File: config.mk
export PLATFORM = sky130hd
export DESIGN_NAME = hazard_ctrl
export DESIGN_NICKNAME = d
export VERILOG_FILES = /design/src/rtl/hazard_ctrl.sv
export SDC_FILE = /design/constraint.sdc
export NUM_CORES = 1
export LEC_CHECK = 0
export ABC_AREA = 1
export BUFFER_PORTS_ARGS = -buffer_cell sky130_fd_sc_hd__buf_4
export CORE_UTILIZATION = 44
export CTS_CLUSTER_SIZE = 14
export DETAILED_ROUTE_END_ITERATION = 8
export GPL_ROUTABILITY_DRIVEN = 1
export PLACE_DENSITY = 0.9
export RECOVER_POWER = 25
export SLEW_MARGIN = 10
export SYNTH_ARGS = -nofsm -noshare
export SYNTH_HDL_FRONTEND = slang
export SYNTH_SLANG_ARGS = --single-unit
File: constraint.sdc
create_clock -name C -period 3.7 [get_ports C]
set_input_delay 0.555 -clock C [delete_from_list [all_inputs] [get_ports C]]
set_output_delay 0.555 -clock C [all_outputs]
set_load 0.03 [all_outputs]
File: src/rtl/hazard_ctrl.sv
// hazard_ctrl: pipeline sequencing controller for the IF/ID and ID/EX buffers.
// Handles load-use bubbles, taken-branch front-end flushes and multi-cycle EX
// occupancy (mul/div).
// Optional feature macro: HAZ_PERF_CNT_EN builds the stall_cnt performance
// counter and its perf_clr clear. Without it, stall_cnt is tied to zero.
module hazard_ctrl #(
    parameter int MC_CYCLES = 4,   // EX occupancy of a multi-cycle op, 2..16
    parameter int REG_W     = 4    // register index width
) (
    input  logic             C,
    input  logic             R,
    input  logic [REG_W-1:0] id_rs1,
    input  logic [REG_W-1:0] id_rs2,
    input  logic             id_use1,
    input  logic             id_use2,
    input  logic             id_mc,
    input  logic [REG_W-1:0] ex_rd,
    input  logic             ex_memread,
    input  logic             branch_taken,
    input  logic             perf_clr,
    output logic             pc_en,
    output logic             ifid_en,
    output logic             ifid_flush,
    output logic             idex_en,
    output logic             idex_flush,
    output logic             ex_busy,
    output logic             ex_done,
    output logic [15:0]      stall_cnt
);

    typedef enum logic {
        RUN  = 1'b0,
        BUSY = 1'b1
    } state_t;

    localparam logic [3:0] CNT_LOAD = 4'(MC_CYCLES - 1);

    state_t     state_q, state_d;
    logic [3:0] cnt_q, cnt_d;
    logic       hazard;

    // A load in EX writing a register that the ID instruction actually reads.
    assign hazard = ex_memread && (ex_rd != '0) &&
                    ((id_use1 && (ex_rd == id_rs1)) || (id_use2 && (ex_rd == id_rs2)));

    // State and multi-cycle countdown registers.
    always_ff @(posedge C or negedge R) begin
        if (!R) begin
            state_q <= RUN;
            cnt_q   <= '0;
        end else begin
            // NOTE: sequential state always uses non-blocking assignments so every
            // flop samples pre-edge values regardless of statement order.
            state_q <= state_d;
            cnt_q   <= cnt_d;
        end
    end

    // Next-state and decode outputs; everything is held at 0 while reset is asserted.
    always_comb begin
        // NOTE: every output gets a default first, so no path through the
        // case/if tree can leave a signal unassigned and infer a latch.
        state_d    = state_q;
        cnt_d      = cnt_q;
        pc_en      = 1'b0;
        ifid_en    = 1'b0;
        ifid_flush = 1'b0;
        idex_en    = 1'b0;
        idex_flush = 1'b0;
        ex_busy    = 1'b0;
        ex_done    = 1'b0;
        if (R) begin
            unique case (state_q)
                RUN: begin
                    if (branch_taken) begin
                        // Squash both wrong-path instructions; branch target loads into PC.
                        pc_en      = 1'b1;
                        ifid_en    = 1'b1;
                        ifid_flush = 1'b1;
                        idex_en    = 1'b1;
                        idex_flush = 1'b1;
                    end else if (hazard) begin
                        // Hold PC and IF/ID for one cycle, insert a bubble into EX.
                        idex_en    = 1'b1;
                        idex_flush = 1'b1;
                    end else begin
                        pc_en   = 1'b1;
                        ifid_en = 1'b1;
                        idex_en = 1'b1;
                        if (id_mc) begin
                            state_d = BUSY;
                            cnt_d   = CNT_LOAD;
                        end
                    end
                end
                BUSY: begin
                    ex_busy = 1'b1;
                    if (cnt_q == 4'd0) begin
                        ex_done = 1'b1;
                        state_d = RUN;
                    end else begin
                        cnt_d = cnt_q - 4'd1;
                    end
                end
                default: state_d = RUN;
            endcase
        end
    end

`ifdef HAZ_PERF_CNT_EN
    logic [15:0] stall_q, stall_d;

    // Saturating stalled-cycle count; a clear request takes priority.
    always_comb begin
        stall_d = stall_q;
        if (perf_clr) begin
            stall_d = '0;
        end else if (!pc_en && (stall_q != 16'hFFFF)) begin
            stall_d = stall_q + 16'd1;
        end
    end

    // Stall counter register.
    always_ff @(posedge C or negedge R) begin
        if (!R) begin
            stall_q <= '0;
        end else begin
            stall_q <= stall_d;
        end
    end

    assign stall_cnt = stall_q;
`else
    logic unused_perf_clr;

    assign unused_perf_clr = perf_clr;
    assign stall_cnt       = 16'h0000;
`endif

endmodule
# ---- Yosys cells after proc, flatten, opt, wreduce, memory -nomap -nowiden
# Index checks and enable logic that the tools add are counted.
dict set report word_totals {
  ff_bits 5
  output_inout_bits 23
  inputBits 20
  elab_cells 46
}
dict set report classes {
  n_bitwise 1
  reduce_logical 8
  muxes 28
  add_sub_neg 1
  n_eq_ne 6
}
# operator n
set op_table {}
lappend op_table {{$mux W1} 22}
lappend op_table {{$mux W4} 4}
lappend op_table {{$eq A4 B4 Y1} 2}
lappend op_table {{$ne A2 B2 Y1 const B} 4}
lappend op_table {{$pmux W4 S2} 1}
lappend op_table {{$reduce_and A5 Y1} 1}
lappend op_table {{$logic_and A1 B1 Y1} 4}
lappend op_table {{$logic_not A4 Y1} 1}
lappend op_table {{$reduce_bool A4 Y1} 1}
lappend op_table {{$sub A4 B1 Y4 const B} 1}
lappend op_table {{$pmux W1 S2} 1}
lappend op_table {{$logic_or A1 B1 Y1} 1}
lappend op_table {{$not A1 Y1} 1}

# ---- Logic depth before layout (Yosys ltp)
# Gate-level depths: netlist (run 1).
dict set report depth {
  ltp_word 8
  mapped_depth 12
  ltp_nobuf 12
}

# ---- Worst setup path after synthesis (run 1)
# OpenSTA, ideal clock, no wires.
dict set report synth_path {
  kind {input port to output port}
  start {input port R}
  end {output port pc_en}
  arrival_time_ps 1658
  path_stages 4
  required_time_ps 3145
  path_slack_ps 1487
  path_buffers 1
  cell_sequence {inv_1 -> nor2_1 -> o21a_1 -> buf_4}
}
dict set report synth_between {
  elab_chain_len 1
}
# item line
set synth_lines {}
lappend synth_lines {{start, declared} 11} ;# input logic R,
lappend synth_lines {{$mux W1} -}
lappend synth_lines {{end, declared} 21} ;# output logic pc_en,
# No other way between the ends.

# ---- Worst setup path after layout (run 1)
dict set report layout_path {
  start {input port ex_rd[1]}
  end {output port idex_flush}
}
dict set report layout_between {
  elab_chain_len 8
  word_cells_on_any_way 12
  classes_between {eq/ne (2); mux (4); reduce/logical (6)}
}
# item line
set layout_lines {}
lappend layout_lines {{start, declared} 17} ;# input logic [REG_W-1:0] ex_rd,
lappend layout_lines {{$eq A4 B4 Y1} 44} ;# ((id_use1 && (ex_rd == id_rs1)) || (id_use2 && (ex_rd == id_rs2)));
lappend layout_lines {{$logic_and A1 B1 Y1} 44}
lappend layout_lines {{$logic_or A1 B1 Y1} 44}
lappend layout_lines {{$logic_and A1 B1 Y1 *} 43} ;# assign hazard = ex_memread && (ex_rd != '0) &&
lappend layout_lines {{$mux W1 *} 82} ;# end else if (hazard) begin
lappend layout_lines {{$mux W1 *} 75} ;# if (branch_taken) begin
lappend layout_lines {{$mux W1 *} 73} ;# unique case (state_q)
lappend layout_lines {{$mux W1 *} 72} ;# if (R) begin
lappend layout_lines {{end, declared} 25} ;# output logic idex_flush,
# Every way passes the cells marked *; elsewhere a longest branch is shown, timed or not.

==> results of run 1 <==
## layer usage
layer / vias up / track usage (%) / wire, um
met5: - / 0 / 0
met4: 0 / 10.8 / 32
met3: 6 / 1.67 / 80
met2: 30 / 35.1 / 658
met1: 278 / 20.3 / 557
li1: 336 / - / -
## cells in the mapped netlist
master	instances	area, um^2
inv_1	11	41.3
xnor2_1	1	8.76
dfrtp_1	5	125
o21ai_1	2	10.0
o21a_1	1	7.51
nand2_4	2	22.5
conb_1	1	3.75
buf_2	1	5.00
nor2_1	13	48.8
o21ai_0	1	5.00
nand2_1	28	105
nand3_1	5	25.0
buf_4	17	128
inv_2	4	15.0
nand2_2	2	12.5
a21boi_1	1	7.51
ha_1	2	25.0
nand4_1	2	12.5
nor3_1	2	10.0
o31ai_1	1	7.51
xor2_1	1	8.76
clkinv_1	2	7.51
## where the power goes
| group | internal (mW) | switching (mW) |
|---|---|---|
| logic | 0.0708 | 0.125 |
| clock network | 0.0406 | 0.0202 |
| registers | 0.0786 | 0.0253 |
## critical path, cell delays in order
cell and delay, ns:
buf_4 0.09, inv_2 0.04, nand2_1 0.06, nand2_1 0.06, nor2_1 0.10, nand3_1 0.09, nand2_1 0.08, nand2_2 0.06
nand2_2 0.08, nand2_4 0.06, nor2_1 0.08, buf_4 0.16
## cells by family after synthesis
group	share of synthesized area [%]
buffers and inverters	30.6
adder cells (fa/ha/maj)	3.90
other	0.584
flip-flops	19.5
XOR/XNOR	2.73
AND/OR/NAND/NOR	36.8
AO/OA/AOI/OAI	5.85
## cell type report
cell class / instances / area, um^2
Multi-Input combinational cell: 80 / 377
Clock buffer: 4 / 26.3
Inverter: 17 / 63.8
Tap cell: 15 / 18.8
Fill cell: 144 / 539
Sequential cell: 5 / 125
Timing Repair Buffer: 25 / 184
## state kept, by name (all words and copies together), names as in the netlist
name	cells
state_q	1
cnt_q	4
## final timing paths
kind | from | to | slack (ns) | cells after the start
max | ex_rd[1] | idex_flush | 1.62 | 12
min | R | state_q$_DFFE_PN0P_ | 0.23 | 1
max reg2reg | cnt_q[0]$_DFFE_PN0P_ | cnt_q[1]$_DFFE_PN0P_ | 2.25 | 8
min reg2reg | cnt_q[1]$_DFFE_PN0P_ | cnt_q[1]$_DFFE_PN0P_ | 0.52 | 2
max in group asynchronous | R | cnt_q[1]$_DFFE_PN0P_ | 3.18 | 1
min in group C | cnt_q[1]$_DFFE_PN0P_ | cnt_q[1]$_DFFE_PN0P_ | 0.52 | 2
## stage by stage
| stage | power [mW] | utilization (%) |
|---|---|---|
| detailed placement | 0.300 | 57.9 |
| global placement | 0.287 | 57.9 |
| global route | 0.393 | 59.6 |
| CTS | 0.363 | 59.8 |
| finish | 0.360 | 59.6 |
| floorplan | 0.257 | - |
==> summary.md, run 1 <==
| Metric | Value |
|---|---|
| Outcome | `finished clean` |
| Fin cells | `~150` |
| Worst hold slack | `0.229 ns` |
| Cts repair resizes | `0` |
| Final setup viols | `0` |
| Worst Hold Class | `in2async` |
| Synth Register Bits | `5` |
| Clock slew at reported path FFs | `0.04 ns` |
| Global-route wire length before repair | `2060 um` |
| Clock Path Buffers | `2` |
| Pre-CTS WS | `1.63 ns` |
| VDD IR-drop max | `around 0.21 mV` |
| Placed cells | `142` |
| Element type at the critical path start | `input pin` |
| Unrepaired setup endpoints after global routing | `false` |
| Most frequent cells in the layout | `nand2_1 (28), buf_4 (24), conb_1 (16), nor2_1 (13), inv_1 (11)` |
| CTS tree | `yes` |
| DR vias | `between 600 and 700` |
| Fin crit share | `a little under three fifths` |
| Num CTS Buffers | `3` |
| Req. time, crit path | `3.14 ns` |
| Synth cell types | `22` |
| DP HPWL | `1130 um` |
| Proportion of layout cells with a drive suffix above 1 | `26.7%` |
| Antenna Cells | `0` |
| Clk_skew | `0.00147 ns` |
| Number of global-route vias before repair | `581` |
| Commonest non-fill, non-tap cell in the layout | `nand2_1` |
| Timing-limited maximum frequency | `between 400 and 500 MHz` |
| Avg Inst Size Synth | `6.11 um^2` |
| # port buffers | `25` |
| Hold_buf cts | `0` |
| Die H | `40.2 um` |
| CTS Sinks | `5` |
| Root Driver | `clkbuf_4` |
| Rows | `13` |
| Gpl congestion | `0.812` |
| Initial Util | `between 40% and 50%` |
| Routed WL | `between 1000 and 1500 um` |
| Setup tns final | `0 ns` |
| Post-route cell area | `795 um^2` |
| Num ports | `43` |
| DIE AREA | `1620 um^2` |
| Crit path capture type | `output pin` |
| Mapped Area | `642 um^2` |
| Placed cell area | `772 um^2` |
| Core area | `1330 um^2` |
| Final worst setup slack | `1.62 ns` |
| Slew Limit Fails | `0` |
| H-tree levels | `1` |
| Arr. time, crit path | `1.53 ns` |
| Post-Synthesis Cells | `roughly 110` |
| Fin nets | `154` |
| Pre-antenna DRT Iters | `4` |
| Number of max-cap violations | `0` |
| DR vias/cell | `4.45` |
| Postcts setup bufs | `0` |
| Initial antenna violation count | `0` |
| Detail Route Antenna Nets | `0` |
| Largest net degree at the start of global routing | `10` |
| Clock period minus worst slack | `2.08 ns` |
| Synth-to-layout area growth | `23.8%` |
| Drt drc | `0` |
| Pwr per Cell Area | `454 nW/um^2` |
| Die W | `40.2 um` |
| Register area share after synthesis | `between 10% and 20%` |
| Gr ovfl total | `0` |
| Kind of critical path | `in2out` |
| Fin. Hold Viols | `0` |
| DR WL/cell | `9.10 um` |
| 1st-iter DRT viols | `10` |
| Crit Path Max Fanout | `4` |
| Leakage power | `0.497 nW` |
| GRT Total Usage | `18.8%` |
| Clock latency on the worst-skew pair | `0.23 ns` |
| Ys Warns | `0` |
Power figures use the tool's default switching activity.
==> run 2: changes to the inputs <==
Settings changed: CORE_UTILIZATION 44 to 37, PLACE_DENSITY 0.9 to 0.81.
Clock period 3.7 ns to 1.7 ns, I/O delays scaled along.
==> summary.md, run 2 (synthesis results as in run 1) <==
| Metric | Value |
|---|---|
| Most frequent cells in the layout | `nand2_1 (28), buf_4 (24), conb_1 (16), nor2_1 (12), inv_1 (10)` |
| DR WL/cell | `between 9 and 10 um` |
| Pre-antenna DRT Iters | `6` |
| Rows | `14` |
| Clk_skew | `0.000661 ns` |
| H-tree levels | `1` |
| VDD IR-drop max | `approximately 0.45 mV` |
| Biggest regs | `cnt_q: 4 flops, state_q: 1 flops` |
| Clock Path Buffers | `2` |
| Routed WL | `between 1000 and 1500 um` |
| Register with the most flip-flops | `cnt_q` |
| # port buffers | `25` |
| Postcts setup bufs | `0` |
| Global-route wire length before repair | `2460 um` |
| Fin crit share | `around 93%` |
| Gr ovfl total | `0` |
| Fin cells | `148` |
| DIE AREA | `between 1500 and 2000 um^2` |
| Placed cells | `143` |
| Clock latency on the worst-skew pair | `0.24 ns` |
| Antenna Cells | `0` |
| Detail Route Antenna Nets | `0` |
| Die H | `43.7 um` |
| Outcome | `finished with violations` |
| Unrepaired setup endpoints after global routing | `false` |
| Crit Path Max Fanout | `4` |
| Fin nets | `155` |
| Number of flip-flops under the largest register name | `4` |
| Leakage power | `0.500 nW` |
| DR vias/cell | `4.44` |
| Req. time, crit path | `1.44 ns` |
| Largest net degree at the start of global routing | `9` |
| Slew Limit Fails | `0` |
| Clock slew at reported path FFs | `0.04 ns` |
| Commonest non-fill, non-tap cell in the layout | `nand2_1` |
| Setup tns final | `0 ns` |
| Proportion of layout cells with a drive suffix above 1 | `between 20 and 30%` |
| Fin. Hold Viols | `0` |
| Timing-limited maximum frequency | `roughly 630 MHz` |
| Num CTS Buffers | `3` |
| DP HPWL | `1200 um` |
| CTS tree | `yes` |
| Synth-to-layout area growth | `25.9%` |
| Initial Util | `around 41%` |
| Failing checks | `DRC` |
| GRT Total Usage | `17.1%` |
| Element type at the critical path start | `register` |
| Num ports | `43` |
| Drt drc | `4` |
| DR vias | `around 660` |
| Pwr per Cell Area | `997 nW/um^2` |
| Final setup viols | `0` |
| Number of global-route vias before repair | `616` |
| Arr. time, crit path | `1.33 ns` |
| Kind of critical path | `reg2out` |
| CTS Sinks | `5` |
| Placed cell area | `776 um^2` |
| Clock period minus worst slack | `1.58 ns` |
| Crit path capture type | `output pin` |
| Post-route cell area | `just over 800 um^2` |
| Layout Utilization | `a little over 50%` |
| Initial antenna violation count | `0` |
| Die W | `43.7 um` |
| 1st-iter DRT viols | `9` |
| Number of max-cap violations | `0` |
| Worst Hold Class | `in2reg` |
| Gpl congestion | `slightly above 0.8` |
| Core area | `about 1600 um^2` |
| Root Driver | `clkbuf_4` |
-- run 2: path summary, 6_finish.rpt --
check                                             to  slack, ns  cells after the start                 start
worst max-delay path                         ex_done       0.12                      5  cnt_q[0]$_DFFE_PN0P_
worst min-delay path             state_q$_DFFE_PN0P_       0.33                      2                     R
worst max register to register  cnt_q[1]$_DFFE_PN0P_       0.25                      8  cnt_q[0]$_DFFE_PN0P_
worst min register to register  cnt_q[3]$_DFFE_PN0P_       0.49                      2  cnt_q[3]$_DFFE_PN0P_
max in group asynchronous       cnt_q[3]$_DFFE_PN0P_       0.99                      2                     R
min in group asynchronous       cnt_q[1]$_DFFE_PN0P_       0.53                      2                     R
-- run 2: stage by stage --
step	power (mW)	hold WS (ns)	setup WS, ns
after global routing	0.876	0.328	0.0226
final	0.805	0.333	0.115
after floorplan	0.561	-0.0406	0.0521
after CTS	0.799	0.222	0.0916
after detailed placement	0.659	0.0744	0.166
after global placement	0.631	0.0727	0.201
-- run 2: area by class of cell --
| class | count | area, um^2 |
|---|---|---|
| repair buffers | 26 | 194 |
| clock buffers | 4 | 26.3 |
| inverters | 17 | 63.8 |
| well taps | 16 | 20.0 |
| fillers | 158 | 751 |
| flip-flops and latches | 5 | 125 |
| multi-input cells | 80 | 379 |
-- run 2: what timing repair did --
| action | in CTS | in global routing |
|---|---|---|
| setup endpoints to repair | 0 | 1 |
| endpoints found under the hold margin | 5 | 0 |
| hold buffers | 1 | 0 |
| resized for setup | 0 | 1 |
-- run 2: per-layer routing --
| metal | vias up | GRT usage, % | wire length, um |
|---|---|---|---|
| li1 | 341 | - | - |
| met5 | - | 0 | 0 |
| met1 | 296 | 18.6 | 605 |
| met3 | 0 | 2.50 | 61 |
| met2 | 20 | 32.2 | 799 |
| met4 | 0 | 7.50 | 0 |
-- run 2: worst max-delay path: stages (launching register included) --
cell and delay (ns):
dfrtp_1 0.42, inv_2 0.10, ha_1 0.15, nand4_1 0.14, nor2_1 0.12, buf_4 0.16
-- run 2: power by group --
group | switching, mW | total, mW | leakage [nW] | internal (mW)
logic | 0.285 | 0.442 | 0.424 | 0.157
registers | 0.0580 | 0.229 | 0.0617 | 0.171
clock network | 0.0463 | 0.135 | 0.0150 | 0.0886
